$ cat src/rtl/second_game_obstacle_map.sv
// second_game_obstacle_map: scrolling LFSR-generated obstacle field answering per-pixel queries.
// Define SECOND_GAME_OBSTACLE_GAP_EN to force one free column into every generated row.
module second_game_obstacle_map #(
  parameter int SCREEN_WIDTH = 400,
  parameter int SCREEN_HEIGHT = 600,
  parameter int TILE_LOG2 = 5,
  parameter logic [15:0] LFSR_SEED = 16'hACE1
) (
  input  logic clk,
  input  logic rst,
  input  logic i_frame_tick,
  input  logic i_run,
  input  logic [3:0] i_speed,
  input  logic [$clog2(SCREEN_WIDTH)-1:0] i_screen_x,
  input  logic [$clog2(SCREEN_HEIGHT)-1:0] i_screen_y,
  output logic o_is_obstacle,
  output logic [15:0] o_rows_passed
);
  localparam int TILE = 1 << TILE_LOG2;
  localparam int COLS = (SCREEN_WIDTH + TILE - 1) / TILE;
  localparam int NROWS = (SCREEN_HEIGHT + TILE - 1) / TILE + 1;
  localparam int XW = $clog2(SCREEN_WIDTH);
  localparam int YW = $clog2(SCREEN_HEIGHT);
  localparam int HW = $clog2(NROWS);
  localparam int KW = YW + 1 - TILE_LOG2;
  localparam int SW = (HW > KW ? HW : KW) + 1;
  localparam int CW = XW - TILE_LOG2;
  localparam logic [15:0] SEED = (LFSR_SEED == 16'h0) ? 16'h0001 : LFSR_SEED;
  logic [COLS-1:0] rows [NROWS];
  logic [HW-1:0] head, head_n, phys;
  logic [TILE_LOG2-1:0] s;
  logic [TILE_LOG2:0] sum;
  logic [15:0] lfsr, lfsr_n;
  logic [COLS-1:0] mask;
  logic [3:0] gap;
  logic [KW-1:0] k;
  logic [SW-1:0] hk;
  logic [CW-1:0] col;
  logic [(1<<CW)-1:0] qrow;
  logic in_range, hit;
  always_comb begin
    sum = {1'b0, s} + (TILE_LOG2+1)'(i_speed);
    head_n = (head == '0) ? HW'(NROWS - 1) : head - HW'(1);
    lfsr_n = {1'b0, lfsr[15:1]} ^ (lfsr[0] ? 16'hB400 : 16'h0000);
    gap = (lfsr_n[15:12] >= 4'(COLS)) ? lfsr_n[15:12] - 4'(COLS) : lfsr_n[15:12];
    mask = '0;
    for (int i = 0; i < COLS; i++) begin
`ifdef SECOND_GAME_OBSTACLE_GAP_EN
      mask[i] = lfsr_n[i] & lfsr_n[(i + 3) % 16] & (gap != 4'(i));
`else
      mask[i] = lfsr_n[i] & lfsr_n[(i + 3) % 16];
`endif
    end
  end
  // Logical row k covers screen rows shifted down by the scroll offset s.
  always_comb begin
    k = KW'(((YW+1)'(i_screen_y) + (YW+1)'(TILE) - (YW+1)'(s)) >> TILE_LOG2);
    hk = SW'(head) + SW'(k);
    phys = HW'((hk >= SW'(NROWS)) ? hk - SW'(NROWS) : hk);
    col = CW'(i_screen_x >> TILE_LOG2);
    qrow = (1<<CW)'(rows[phys]);
    in_range = ({1'b0, i_screen_x} < (XW+1)'(SCREEN_WIDTH)) &&
               ({1'b0, i_screen_y} < (YW+1)'(SCREEN_HEIGHT));
    hit = in_range && qrow[col];
  end
  always_ff @(posedge clk) begin
    if (rst) begin
      for (int r = 0; r < NROWS; r++) rows[r] <= '0;
      head <= '0;
      s <= '0;
      lfsr <= SEED;
      o_is_obstacle <= 1'b0;
      o_rows_passed <= '0;
    end else begin
      o_is_obstacle <= hit;
      if (i_frame_tick && i_run) begin
        s <= sum[TILE_LOG2-1:0];
        if (sum[TILE_LOG2]) begin
          head <= head_n;
          lfsr <= lfsr_n;
          rows[head_n] <= mask;
          if (o_rows_passed != 16'hFFFF) o_rows_passed <= o_rows_passed + 16'd1;
        end
      end
    end
  end
endmodule

$ cat config.mk
export PLATFORM = sky130hd
export DESIGN_NAME = second_game_obstacle_map
export DESIGN_NICKNAME = d
export VERILOG_FILES = /design/src/rtl/second_game_obstacle_map.sv
export SDC_FILE = /design/constraint.sdc
export NUM_CORES = 1
export LEC_CHECK = 0
export CAP_MARGIN = 10
export CORE_ASPECT_RATIO = 0.9
export CORE_UTILIZATION = 50
export CTS_BUF_LIST = sky130_fd_sc_hd__clkbuf_8
export DETAILED_ROUTE_END_ITERATION = 16
export PLACE_DENSITY = 0.66
export SLEW_MARGIN = 0
export SYNTH_ARGS = -nofsm -noshare
export SYNTH_HDL_FRONTEND = slang
export SYNTH_SLANG_ARGS = --single-unit
$ cat constraint.sdc
create_clock -name clk -period 8.2 [get_ports clk]
set_input_delay 1.64 -clock clk [delete_from_list [all_inputs] [get_ports clk]]
set_output_delay 1.64 -clock clk [all_outputs]
set_load 0.02 [all_outputs]
Word-level counts from Yosys, hierarchy flattened
Memories as Yosys holds them, arrays and structs flattened.
Index checks and enable logic that the tools add are counted.
Operators by class
  equal/unequal tests: 1
  bitwise operators: 14
  muxes and demuxes: 14
  $lt $le $gt $ge: 4
  add/subtract/negate cells: 7
  reductions and logical operators: 7
Operators with widths (number)
  adder 16 x 1 -> 16 bit (second input constant): 1
  two-way mux 16 bit: 1
  inequality test 16 bit (second input constant): 1
  XOR 15 x 16 -> 16 bit: 1
  two-way mux 5 bit: 3
  AND 1 bit: 13
  two-way mux 13 bit: 1
  OR reduction 13 bit: 1
  adder 10 x 6 -> 11 bit (second input constant): 1
  subtractor 11 x 5 -> 11 bit: 1
  less-than comparator 10 bit (second input constant): 1
  less-than comparator 9 bit (second input constant): 1
  two-way mux 1 bit: 8
  adder 5 x 6 -> 7 bit: 1
  greater-or-equal comparator 7 x 5 -> 1 bit (second input constant): 1
  adder 5 x 4 -> 6 bit: 1
  zero test 5 bit: 1
  less-than comparator 4 x 5 -> 1 bit (second input constant): 1
  subtractor 5 x 1 -> 5 bit (second input constant): 1
  subtractor 5 bit (second input constant): 1
  binary-select mux 1 bit (select 4 bit): 1
  logical AND 1 bit: 3
  AND reduction 3 bit: 1
  AND reduction 2 bit: 1
Storage, ports and cells
  memories kept: 1
  bits in writable memories: 260
  bits in registers: 43
  logic and storage cells: 53
  output and inout port bits: 17
  input port bits: 27
Memory list
  rows: words 20, bits a word 13, read ports 1, clocked after memory_dff 0, wr ports 20, line 29  | logic [COLS-1:0] rows [NROWS];

Longest topological paths before layout
An unclocked memory read counts as a cell.
  depth in word-level cells: 9
  depth in mapped cells: 27
  depth with buffers taken out: 25

Least setup slack after synthesis
Ideal clock, no wire load.
  kind: in2reg
  start: input i_screen_y[3]
  end: register o_is_obstacle
  library setup time: 0.126 ns
  arrival: 6.280 ns
  data required time: 8.074 ns
  stages: 24
  path slack: 1.794 ns
  buffers on the path: 1
  cells stage by stage: ha_1 -> ha_1 -> a21oi_1 -> o22ai_1 -> or2_2 -> a211oi_1 -> xor2_1 -> ha_1 -> a211oi_4 -> nor2_1 -> xnor2_1 -> ha_1 -> nor3b_1 -> nor2b_1 -> mux2_2 -> nand2_1 -> nand3_1 -> nand2_8 -> buf_6 -> mux2_1 -> o2111ai_1 -> o2111ai_1 -> o22ai_1 -> nor4_2
Between the ends
  cells in the longest elaborated chain, start to end: 9
  elaborated cells on any way between the ends: 12
  classes of those cells: 4 x add/sub; 2 x order compare; 3 x mux; 2 x reduce/logical; 1 x memory
Ends and longest elaborated chain
  from (decl): line 15  | input logic [$clog2(SCREEN_HEIGHT)-1:0] i_screen_y,
  adder 10 x 6 -> 11 bit: line 57  | k = KW'(((YW+1)'(i_screen_y) + (YW+1)'(TILE) - (YW+1)'(s)) >> TILE_LOG2);
  subtractor 11 x 5 -> 11 bit: line 57
  adder 5 x 6 -> 7 bit: line 58  | hk = SW'(head) + SW'(k);
  greater-or-equal comparator 7 x 5 -> 1 bit or subtractor 5 bit (tied branches): line 59  | phys = HW'((hk >= SW'(NROWS)) ? hk - SW'(NROWS) : hk);
  two-way mux 5 bit: line 59
  memory (20 x 13 bit)
  binary-select mux 1 bit (select 4 bit): line 64  | hit = in_range && qrow[col];
  two-way mux 1 bit (implied by the code): line 64
  logical AND 1 bit *: line 64
  to (signal assigned): line 75  | o_is_obstacle <= hit;
  to (decl): line 16  | output logic o_is_obstacle,
Every way passes the cells marked *; elsewhere a longest branch is shown, timed or not. The select of a mux whose other input is x is not followed.
A chain may end at the register's enable or synchronous reset.

Final worst setup path
Same ends and word-level chain as after synthesis.

==> results.txt <==
The clock-pin slew reported for the worst setup and hold paths after clock tree synthesis works out to 0.06 ns. In this run the horizontal extent of the chip is 217 um. The number of buffer cells added on primary ports works out to 39. In the routed layout, each cell is associated on average with a via count of 5.92. The depth of the CTS H-tree was 3; the delay of the slowest cell on the worst path was 0.50 ns. The total count of max-transition violations in the final report is 0.

Across the routed clock network, the largest skew measured is 0.0195 ns. The number of optimization iterations in the first detailed-route pass is 6. Clock tree synthesis selected as its root buffer the cell sky130_fd_sc_hd__clkbuf_8. The floorplan has 70 rows.

The relative area change from synthesis to final layout was 10.9%; the highest clock rate was 0.137 GHz. The flop and latch count out of synthesis was 459. At the pin with the least slew margin, the transition time is 1.16 ns. For the number of antenna violations at the first check in global routing, the log shows 0. The area share of the largest cell type after synthesis was 0.602; the register area share after synthesis was 0.644.

For this run, the leading register cell type out of synthesis is sky130_fd_sc_hd__edfxtp_1. Entering global routing, the biggest net connects 106 pins. The fraction of registers with async set/reset works out to 0. Most frequent cell on the critical path: sky130_fd_sc_hd__ha_1. The ratio of final minimum period to clock period was 0.892. For this run, design rule violations remaining after detail routing come to 0.

The number of hold violations in the final report was 0; the die span in y was 195 um. The number of hold buffers added after CTS was 0. The total overflow left after global routing is 0.

The clock drives 459 sinks. The number of global-route vias before repair came out at 12607. Once the clock tree was built, the setup fixing pass inserted 0 buffers. The share of cells above drive strength 1 is 0.166.

TritonCTS built the clock tree. The repair_antennas step left the layout with diodes totalling 0. For this block, the routed nets add up to 49900 um of wire. The cell area that synthesis handed to floorplanning was 20700 sq um. Summed over all failing endpoints, the final setup total negative slack is 0 ns.

Count of nets after finishing: 1604. STA puts the critical path data arrival time at 7.81 ns. The critical path goes through clkdlybuf4s50_1 -> ha_1 -> ha_1 -> a21oi_1 -> o22ai_1 -> or2_2 -> a211oi_1 -> xor2_1 -> ha_1 -> a211oi_4 -> nor2_1 -> xnor2_1 -> ha_1 -> nor3b_1 -> nor2b_1 -> mux2_2 -> nand2_1 -> nand3_1 -> nand2_8 -> mux2i_1 -> mux2i_1 -> o2bb2ai_1 -> a2111oi_2 -> nor4_2. The final route contains 12605 vias. The number of nets in the synthesized netlist is 1555. The slowest stage of the critical path is the sky130_fd_sc_hd__mux2i_1 cell. Counting the fill cells in the layout gives 3296.

The flow ran to the end, and the final reports show no timing, DRC or antenna violations. The congestion estimate from routability-driven global placement came to 0.915. The tools report the relative max-transition margin as 0.222. The run gives 0.00803 uW as the static leakage. Pin placement for this block handled 44 I/O pins.

After synthesis, the cell types taking the most area are sky130_fd_sc_hd__edfxtp_1, sky130_fd_sc_hd__mux4_2, sky130_fd_sc_hd__nor2_1, sky130_fd_sc_hd__dfxtp_1, sky130_fd_sc_hd__nand2_1. The class of the tightest hold or removal check is register to register. For the worst setup path, the data required time is 8.69 ns. The total power divided by cell area was 239 nW/um^2. The tools report the post-synthesis cell type count as 86. Across the run, the number of max-cap violations was 0. VDD sags by at most 0.159 mV. The residual antenna-violating net count after detailed routing was 0; the HPWL after detailed placement was 31000 um. After layout, the worst setup slack is 0.884 ns. The tools report the startpoint type of the worst setup path as an input pin. Setup repair after global routing left no endpoint under its margin. Cell family with the largest share of critical-path delay: simple AND/OR/NAND/NOR gates. Prior to clock tree synthesis, the placed netlist has a worst setup slack of 0.302 ns. The setup path with the least slack is of type input pin to register.

sky130_fd_sc_hd__edfxtp_1 takes more of the synthesized area than any other cell. The clock passes through at most 3 buffers. The core region is 40700 sq um. For this block, the initial DRC count from the detailed router was 1283.

For the overall fraction of global-route tracks in use, the log shows 0.244. The die area is 42300 sq um, and the total power consumption of the routed design is 5490 uW. For the setup-violating endpoint count in the final report, the log shows 0. The buffers plus inverters on the worst setup path is 1. In this run, synthesis inferred 416 flip-flops with an integrated enable.

The first global-routing pass estimated 75900 um of wire. The clock reaches the later pin of the worst-skew pair after 0.63 ns. Dividing the synthesized area by the synthesized cell count gives 13.9 sq um.

In this run the worst path has a maximum fanout of 35. The critical path endpoint category was a register. The Yosys step of the flow raised 0 warnings. In the final routed layout, each cell accounts on average for 23.4 um. Post-CTS repair changed the size of 0 cells.

Counting every instance in the synthesized netlist gives 1492. The worst hold slack across all endpoints is 0.477 ns, and the clock buffer count from CTS is 75. For the starting density of the core, the log shows 0.509. The flip-flop and latch area is 13400 sq um, and the combined area of the multi-input logic cells is 6870 sq um. The time the final worst path needs with I/O delays and setup was 7.32 ns.
==> worst paths after layout <==
| path | startpoint | to | slack (ns) | cells past startpoint |
|---|---|---|---|---|
| setup / recovery | i_screen_y[3] | o_is_obstacle$_SDFF_PP0_ | 0.88 | 24 |
| hold / removal | lfsr[2]$_SDFFE_PP0P_ | lfsr[2]$_SDFFE_PP0P_ | 0.48 | 2 |
| setup reg to reg | s[3]$_SDFFE_PP0P_ | o_is_obstacle$_SDFF_PP0_ | 1.93 | 24 |
| hold reg to reg | lfsr[2]$_SDFFE_PP0P_ | lfsr[2]$_SDFFE_PP0P_ | 0.48 | 2 |
==> cells in the final DEF, fill, tap and decap left out, drive strengths merged, types with 3 or more instances in the layout <==
cell type and instances:
o211a 3, clkdlybuf4s50 39, a21oi 26, inv 68, nor3 11, nand2b 3
nor2b 9, o21ai 22, mux2 11, clkbuf 77, xor2 16, or3 3
nand2 142, a211oi 17, and2 6, o211ai 6, nand3 31, a22o 4
o21bai 4, xnor2 10, dfxtp 43, bufinv 3, mux2i 31, a31oi 3
ha 34, clkinv 11, edfxtp 416, nor3b 4, a21boi 3, nor2 333
o31ai 3, o21a 4, a21o 3, and3 10, buf 30, mux4 103
nand4 13, or2 4
==> synth_stat cells (all sizes together) (3+ instances only) <==
master,count
a211oi,17
nand2b,3
or2,4
xor2,16
a21oi,26
nor2,333
o31ai,3
o211a,3
nor3b,4
o21ai,22
a31oi,3
mux2,11
xnor2,10
mux4,103
buf,21
o211ai,6
dfxtp,43
ha,34
edfxtp,416
or3,3
nand4,13
nor2b,9
nand3,31
o21bai,4
a22o,4
a21boi,3
a21o,3
mux2i,31
clkbuf,76
o21a,4
inv,33
and2,6
and3,10
nand2,142
nor3,11
==> kinds of logic (layout without fill, tap and decap cells) <==
kind of cell	count (synthesis)	count (layout)	synth area share
XOR/XNOR	26	26	0.0117
AO/OA/AOI/OAI	123	123	0.0463
adder cells (fa/ha/maj)	36	36	0.0224
buffers and inverters	130	229	0.0267
AND/OR/NAND/NOR	573	573	0.117
flip-flops	459	459	0.644
multiplexers	145	145	0.133
==> metal layers <==
layer,vias up,GRT usage,share of wire
li1,5620,-,-
met1,6357,0.346,0.42
met2,538,0.371,0.46
met3,90,0.0573,0.089
met4,0,0.0814,0.026
met5,-,0,0
==> registers in the layout (all words and copies together), names as in the netlist <==
register	cells
head	5
lfsr	16
o_is_obstacle	1
o_rows_passed	16
rows	416
s	5
==> final cells by class <==
class / instances / area share
clock buffers: 77 / 0.0460
inverters: 33 / 0.00538
well taps: 540 / 0.0294
repair buffers: 69 / 0.0278
flip-flops and latches: 459 / 0.580
multi-input cells: 903 / 0.299
clock inverters: 50 / 0.0127
==> worst register-to-register path: cells and delay by family, from the launching register on <==
kind	cells	cell delay [ns]
buffers and inverters	1	0.06
muxes	3	0.98
xor gates and xnor gates	2	0.43
and+or+nand+nor	8	1.78
AOI/OAI and AO/OA	6	1.48
adders and majority gates	4	1.03
DFF	1	0.37
==> through the flow <==
stage	instances	utilization	cell area [sq um]
6_report	2131	0.565	23000
3_3_place_gp	2004	0.532	21700
4_1_cts	2131	0.565	23000
2_1_floorplan	1492	-	20700
5_1_grt	2131	0.565	23000
3_5_place_dp	2004	0.532	21700
==> power breakdown <==
| part | total [uW] | internal (uW) | switching, uW |
|---|---|---|---|
| Combinational | 1050 | 440 | 614 |
| Sequential | 2590 | 2580 | 13.8 |
| Clock | 1840 | 963 | 877 |
| Total | 5490 | 3980 | 1500 |
No activity file was read; power rests on OpenSTA's default activity.
